`config.mk`:
```
export PLATFORM = sky130hd
export DESIGN_NAME = uart_tx_queue_flat
export DESIGN_NICKNAME = d
export VERILOG_FILES = /design/src/rtl/uart_tx_queue_pkg.sv /design/src/rtl/uart_tx_queue_if.sv /design/src/rtl/uart_tx_queue_sync_fifo.sv /design/src/rtl/uart_tx_queue.sv /design/src/flat_wrapper.sv
export SDC_FILE = /design/constraint.sdc
export NUM_CORES = 1
export LEC_CHECK = 0
export CAP_MARGIN = 20
export CORE_ASPECT_RATIO = 1.75
export CORE_UTILIZATION = 50
export DETAILED_ROUTE_END_ITERATION = 8
export GPL_ROUTABILITY_DRIVEN = 0
export PLACE_DENSITY = 0.71
export REMOVE_ABC_BUFFERS = 1
export SLEW_MARGIN = 20
export SYNTH_ARGS = -nofsm -noshare
export SYNTH_HDL_FRONTEND = slang
export SYNTH_SLANG_ARGS = --single-unit
```
`constraint.sdc`:
```
create_clock -name clk -period 6.7 [get_ports clk]
set_input_delay 1.675 -clock clk [delete_from_list [all_inputs] [get_ports clk]]
set_output_delay 1.675 -clock clk [all_outputs]
set_load 0.005 [all_outputs]
```
`src/rtl/uart_tx_queue_pkg.sv`:
```
// Shared peripheral definitions: UART transmit-queue FSM encoding and sizing constants.
package periph_defines;

  localparam int UART_TXQ_DEPTH  = 8;
  localparam int UART_BAUD_DIV_W = 16;

  // The fourth encoding (2'b11) is illegal and recovers to TXQ_IDLE
  typedef enum logic [1:0] {
    TXQ_IDLE     = 2'd0,
    TXQ_WAIT_ACK = 2'd1,
    TXQ_SENDING  = 2'd2
  } txq_state_e;

endpackage

```
`src/rtl/uart_tx_queue_if.sv`:
```
// Bus-side and transmitter-side signals of the UART transmit queue.
interface uart_tx_queue_if #(
  parameter int DEPTH = 8
) ();

  logic                     wr_en;
  logic [7:0]               wr_data;
  logic                     flush;
  logic                     clr_ovf;
  logic                     full;
  logic                     empty;
  logic [$clog2(DEPTH):0]   count;
  logic                     overflow;
  logic                     idle;
  logic                     trmt;
  logic [7:0]               tx_data;
  logic                     tx_ready;

  // master = surrounding system (bus host plus transmitter), slave = the queue
  modport master (
    output wr_en, wr_data, flush, clr_ovf, tx_ready,
    input  full, empty, count, overflow, idle, trmt, tx_data
  );

  modport slave (
    input  wr_en, wr_data, flush, clr_ovf, tx_ready,
    output full, empty, count, overflow, idle, trmt, tx_data
  );

endinterface

```
`src/rtl/uart_tx_queue_sync_fifo.sv`:
```
// Single-clock FIFO: unreset storage, wrapping pointers, count-derived full/empty.
module sync_fifo #(
  parameter int WIDTH = 8,
  parameter int DEPTH = 8
) (
  input  logic                     clk,
  input  logic                     rst,
  input  logic                     i_flush,
  input  logic                     i_push,
  input  logic                     i_pop,
  input  logic [WIDTH-1:0]         i_wdata,
  output logic [WIDTH-1:0]         o_rdata,
  output logic [$clog2(DEPTH):0]   o_count,
  output logic                     o_full,
  output logic                     o_empty
);

  localparam int AW = $clog2(DEPTH);
  localparam logic [AW-1:0] PTR_ONE = 1;
  localparam logic [AW:0]   CNT_ONE = 1;
  localparam logic [AW:0]   CNT_MAX = DEPTH[AW:0];

  logic [WIDTH-1:0] r_mem [DEPTH];
  logic [AW-1:0]    r_wr_ptr;
  logic [AW-1:0]    r_rd_ptr;
  logic [AW:0]      r_count;
  logic             w_push;
  logic             w_pop;

  // A full queue refuses writes even when a pop frees a slot this cycle
  assign w_push  = i_push & ~o_full & ~i_flush;
  assign w_pop   = i_pop & ~o_empty;
  assign o_full  = (r_count == CNT_MAX);
  assign o_empty = (r_count == '0);
  assign o_count = r_count;
  assign o_rdata = r_mem[r_rd_ptr];

  always_ff @(posedge clk or posedge rst) begin
    if (rst) begin
      r_wr_ptr <= '0;
      r_rd_ptr <= '0;
      r_count  <= '0;
    end else if (i_flush) begin
      r_wr_ptr <= '0;
      r_rd_ptr <= '0;
      r_count  <= '0;
    end else begin
      if (w_push) r_wr_ptr <= r_wr_ptr + PTR_ONE;
      if (w_pop)  r_rd_ptr <= r_rd_ptr + PTR_ONE;
      case ({w_push, w_pop})
        2'b10:   r_count <= r_count + CNT_ONE;
        2'b01:   r_count <= r_count - CNT_ONE;
        default: r_count <= r_count;
      endcase
    end
  end

  always_ff @(posedge clk) begin
    if (w_push) r_mem[r_wr_ptr] <= i_wdata;
  end

endmodule

```
`src/rtl/uart_tx_queue.sv`:
```
// UART transmit queue: buffers bus writes and hands bytes to the transmitter one frame at a time.
module uart_tx_queue
  import periph_defines::*;
#(
  parameter int DEPTH = UART_TXQ_DEPTH
) (
  input  logic            clk,
  input  logic            rst,
  uart_tx_queue_if.slave  bus
);

  txq_state_e              r_state;
  txq_state_e              w_next;
  logic                    r_overflow;
  logic                    w_trmt;
  logic                    w_drop;
  logic                    w_full;
  logic                    w_empty;
  logic [$clog2(DEPTH):0]  w_count;
  logic [7:0]              w_rdata;

  sync_fifo #(
    .WIDTH (8),
    .DEPTH (DEPTH)
  ) u_fifo (
    .clk     (clk),
    .rst     (rst),
    .i_flush (bus.flush),
    .i_push  (bus.wr_en),
    .i_pop   (w_trmt),
    .i_wdata (bus.wr_data),
    .o_rdata (w_rdata),
    .o_count (w_count),
    .o_full  (w_full),
    .o_empty (w_empty)
  );

  // A write swallowed by flush is not an overflow
  assign w_drop = bus.wr_en & w_full & ~bus.flush;

  always_ff @(posedge clk or posedge rst) begin
    if (rst) begin
      r_overflow <= 1'b0;
    end else if (w_drop) begin
      r_overflow <= 1'b1;
    end else if (bus.clr_ovf) begin
      r_overflow <= 1'b0;
    end
  end

  always_ff @(posedge clk or posedge rst) begin
    if (rst) r_state <= TXQ_IDLE;
    else     r_state <= w_next;
  end

  always_comb begin
    w_next = r_state;
    w_trmt = 1'b0;
    case (r_state)
      TXQ_IDLE: begin
        if (!w_empty && bus.tx_ready) begin
          w_trmt = 1'b1;
          w_next = TXQ_WAIT_ACK;
        end
      end
      TXQ_WAIT_ACK: if (!bus.tx_ready) w_next = TXQ_SENDING;
      TXQ_SENDING:  if (bus.tx_ready)  w_next = TXQ_IDLE;
      default:      w_next = TXQ_IDLE;
    endcase
  end

  assign bus.full     = w_full;
  assign bus.empty    = w_empty;
  assign bus.count    = w_count;
  assign bus.overflow = r_overflow;
  assign bus.idle     = w_empty & (r_state == TXQ_IDLE) & bus.tx_ready;
  assign bus.trmt     = w_trmt;
  assign bus.tx_data  = w_rdata;

endmodule

```
`src/flat_wrapper.sv`:
```
// flat-port wrapper written by rule: the top's interface ports become plain ports
module uart_tx_queue_flat import periph_defines::*;
#(
  parameter int DEPTH = UART_TXQ_DEPTH
)
  (clk, rst, bus_wr_en, bus_wr_data, bus_flush, bus_clr_ovf, bus_tx_ready, bus_full, bus_empty, bus_count, bus_overflow, bus_idle, bus_trmt, bus_tx_data);
  uart_tx_queue_if #(.DEPTH(DEPTH)) bus_i ();
  input  logic clk;
  input  logic rst;
  input wire logic [$bits(bus_i.wr_en)-1:0] bus_wr_en;
  input wire logic [$bits(bus_i.wr_data)-1:0] bus_wr_data;
  input wire logic [$bits(bus_i.flush)-1:0] bus_flush;
  input wire logic [$bits(bus_i.clr_ovf)-1:0] bus_clr_ovf;
  input wire logic [$bits(bus_i.tx_ready)-1:0] bus_tx_ready;
  output wire logic [$bits(bus_i.full)-1:0] bus_full;
  output wire logic [$bits(bus_i.empty)-1:0] bus_empty;
  output wire logic [$bits(bus_i.count)-1:0] bus_count;
  output wire logic [$bits(bus_i.overflow)-1:0] bus_overflow;
  output wire logic [$bits(bus_i.idle)-1:0] bus_idle;
  output wire logic [$bits(bus_i.trmt)-1:0] bus_trmt;
  output wire logic [$bits(bus_i.tx_data)-1:0] bus_tx_data;
  assign bus_i.wr_en = bus_wr_en;
  assign bus_i.wr_data = bus_wr_data;
  assign bus_i.flush = bus_flush;
  assign bus_i.clr_ovf = bus_clr_ovf;
  assign bus_i.tx_ready = bus_tx_ready;
  assign bus_full = bus_i.full;
  assign bus_empty = bus_i.empty;
  assign bus_count = bus_i.count;
  assign bus_overflow = bus_i.overflow;
  assign bus_idle = bus_i.idle;
  assign bus_trmt = bus_i.trmt;
  assign bus_tx_data = bus_i.tx_data;
  uart_tx_queue #(.DEPTH(DEPTH)) u_core (.clk(clk), .rst(rst), .bus(bus_i));
endmodule
```
==> flow_metrics.tcl <==
set metrics [dict create \
    outcome "finished, final reports clean" \
    ant_nets 0 \
    cp.required_ps 5030 \
    grt_pass1_vias 1835 \
    synth_area_leader_cell "edfxtp_1" \
    crit_fanout 4 \
    r2r_slack_ps 4110 \
    cts_setup_buffers 0 \
    cts_resized 0 \
    dr.first_iter.drc_count 34 \
    numPlacedInstances 297 \
    yosysWarnings 0 \
    ctsLongestPathBuffers 2 \
    finalNetCount 246 \
    hold_viol_final 0 \
    utilization_pct 61.0 \
    io_buffers 30 \
    initial_utilization_pct 52.7 \
    antenna_found_initial 0 \
    yosysSeqAreaShare_pct 68.0 \
    ys.flop_type "edfxtp_1" \
    fin_area_um2 3830 \
    finalSetupViolCount 0 \
    chipWidth_um 63.5 \
    cap_violations 0 \
    root_buffer "clkbuf_8" \
    grt_max_degree 19 \
    die-area_um2 6950 \
    syn_area_per_cell_um2 17.1 \
    clkLatencyLatePin_ps 350 \
    hold_path_class "register to register" \
    avgRoutedWirePerCell_um 18.5 \
    htreeDepth 3 \
    yosys.area.top_type_share_pct 58.2 \
    synth_edf_count 64 \
    die_h_um 110 \
    finalNonFillerCells 313 \
    post-route-min-period_ps 5180 \
    fillCellCount 506 \
    period_share_pct 77.3 \
    tightest_slew_ps 1020 \
    cts_tree "yes" \
    end_kind "primary output" \
    ys_types 37 \
    peakVddDrop_v 0.000238 \
    max_freq_mhz 193 \
    multiInputGateArea_um2 966 \
    area_growth_pct 15.8 \
    rsz0062_at_grt "false" \
    cts_buffers 9 \
    diodes 0 \
    dpl_cell_area_um2 3670 \
    startpoint_type "input port" \
    row_count 38 \
    p_leak_nw 1.29 \
    fin_worst_skew_ps 5.00 \
    netlist_top_cells_area "edfxtp_1 58%, mux4_2 11%, dfrtp_1 9.8%" \
    powerDensity_nw_per_um2 338 \
    routed_wl_um 5780 \
    cts_hold_buf 0 \
    setup_tns_ps 0 \
    cts.sinks 77 \
    track_usage_pct 19.6 \
    crit_type "input port to primary output" \
    synth_seq_cells 77 \
    max_slew_margin_pct 32.0 \
    dr.pass1.iters 4 \
    final-seq-area_um2 2250 \
    io_pins 31 \
    drc 0 \
    vias 1768 \
    synth_area_um2 3300 \
    finalMaxSlewViolations 0 \
    dpl.hpwl_um 3870 \
    core_um2 6280 \
    clkSlewWorstSetupHoldPaths_ps 70 \
    grt-ovfl-total 0 \
    drive_above_1_share_pct 19.3 \
    grt_pass1_wl_um 9470 \
    cp.arrival_ps 3510 \
    synth_cells 193 \
    async_flop_share_pct 16.9 \
    avgViaCountPerCell 5.65 \
]
layout by cell type, fill, tap and decap left out, types with 5 or more instances in the layout:
cell type	Yosys	routed
clkbuf_8	0	9
nand2_1	6	6
nor3_1	5	5
nor2_1	16	16
nand3_1	5	5
mux2_2	8	8
inv_1	6	6
mux4_2	16	16
dfrtp_1	13	13
clkdlybuf4s50_1	0	30
edfxtp_1	64	64
synthesized netlist by cell type, types with 2 or more instances:
cell / number
edfxtp_1: 64
mux4_2: 16
nor2_1: 16
dfrtp_1: 13
mux2_2: 8
inv_1: 6
nand2_1: 6
nand3_1: 5
nor3_1: 5
a21oi_1: 4
ha_1: 4
nand2b_1: 4
buf_2: 3
o211ai_1: 3
xnor2_1: 3
xor2_1: 3
a211oi_2: 2
buf_1: 2
buf_6: 2
clkbuf_1: 2
mux2i_1: 2
nand4_1: 2
o21ai_0: 2
or3_1: 2
or4_1: 2
cell families after synthesis:
group | count (synthesis) | synth area share (%)
flip-flops | 77 | 68.0
multiplexers | 26 | 14.2
buffers and inverters | 16 | 2.76
adder cells (fa/ha/maj) | 4 | 1.51
AO/OA/AOI/OAI | 17 | 4.17
AND/OR/NAND/NOR | 47 | 7.72
XOR/XNOR | 6 | 1.59
layer usage:
layer  wire length (um)  up-vias  GRT usage, %
met5                  0        -             0
met3                188       15          3.73
met1               2190      896          21.0
met2               3200       37          35.0
met4                196        0          12.7
li1                   -      820             -
power by group:
group / total (mW) / switching [mW] / internal, mW / leakage, nW
logic: 0.411 / 0.179 / 0.233 / 0.455
registers: 0.599 / 0.0442 / 0.555 / 0.753
clock network: 0.282 / 0.149 / 0.132 / 0.0788
area by class of cell:
class / count / share of cell area, %
repair buffers: 33 / 8.43
clock inverters: 3 / 0.360
flip-flops and latches: 77 / 58.7
multi-input cells: 100 / 25.2
inverters: 7 / 1.01
clock buffers: 13 / 3.63
well taps: 80 / 2.62
final timing paths:
path / startpoint / to / depth (start not counted)
setup reg to reg: u_core.u_fifo.o_count[1] / u_core.u_fifo.o_count[3] / 8
min in group asynchronous: rst / u_core.bus.overflow / 2
setup / recovery: bus_tx_ready / bus_trmt / 4
hold / removal: u_core.bus.overflow / u_core.bus.overflow / 2
hold reg to reg: u_core.bus.overflow / u_core.bus.overflow / 2
max in group asynchronous: rst / u_core.u_fifo.r_rd_ptr[0] / 2
registers in the layout, indices dropped and copies added, names as in the netlist:
signal and flops:
u_core.u_fifo.r_mem 64, u_core.r_state 2, u_core.u_fifo.o_count 4, u_core.bus.overflow 1, u_core.u_fifo.r_rd_ptr 3, u_core.u_fifo.r_wr_ptr 3
worst max-delay path: stages:
cell and delay (ps):
clkdlybuf4s50_1 500, or3b_2 500, nor2_1 260, clkdlybuf4s50_1 570
through the flow:
step           setup WS [ps]  hold slack (ps)  total power, mW
6_report                1520              551             1.29
5_1_grt                 1420              594             1.36
4_1_cts                 1530              552             1.31
3_5_place_dp            1530              540             1.03
3_3_place_gp            1550              542             1.02
2_1_floorplan           2640              514            0.861
(Power assumes the default switching activity.)
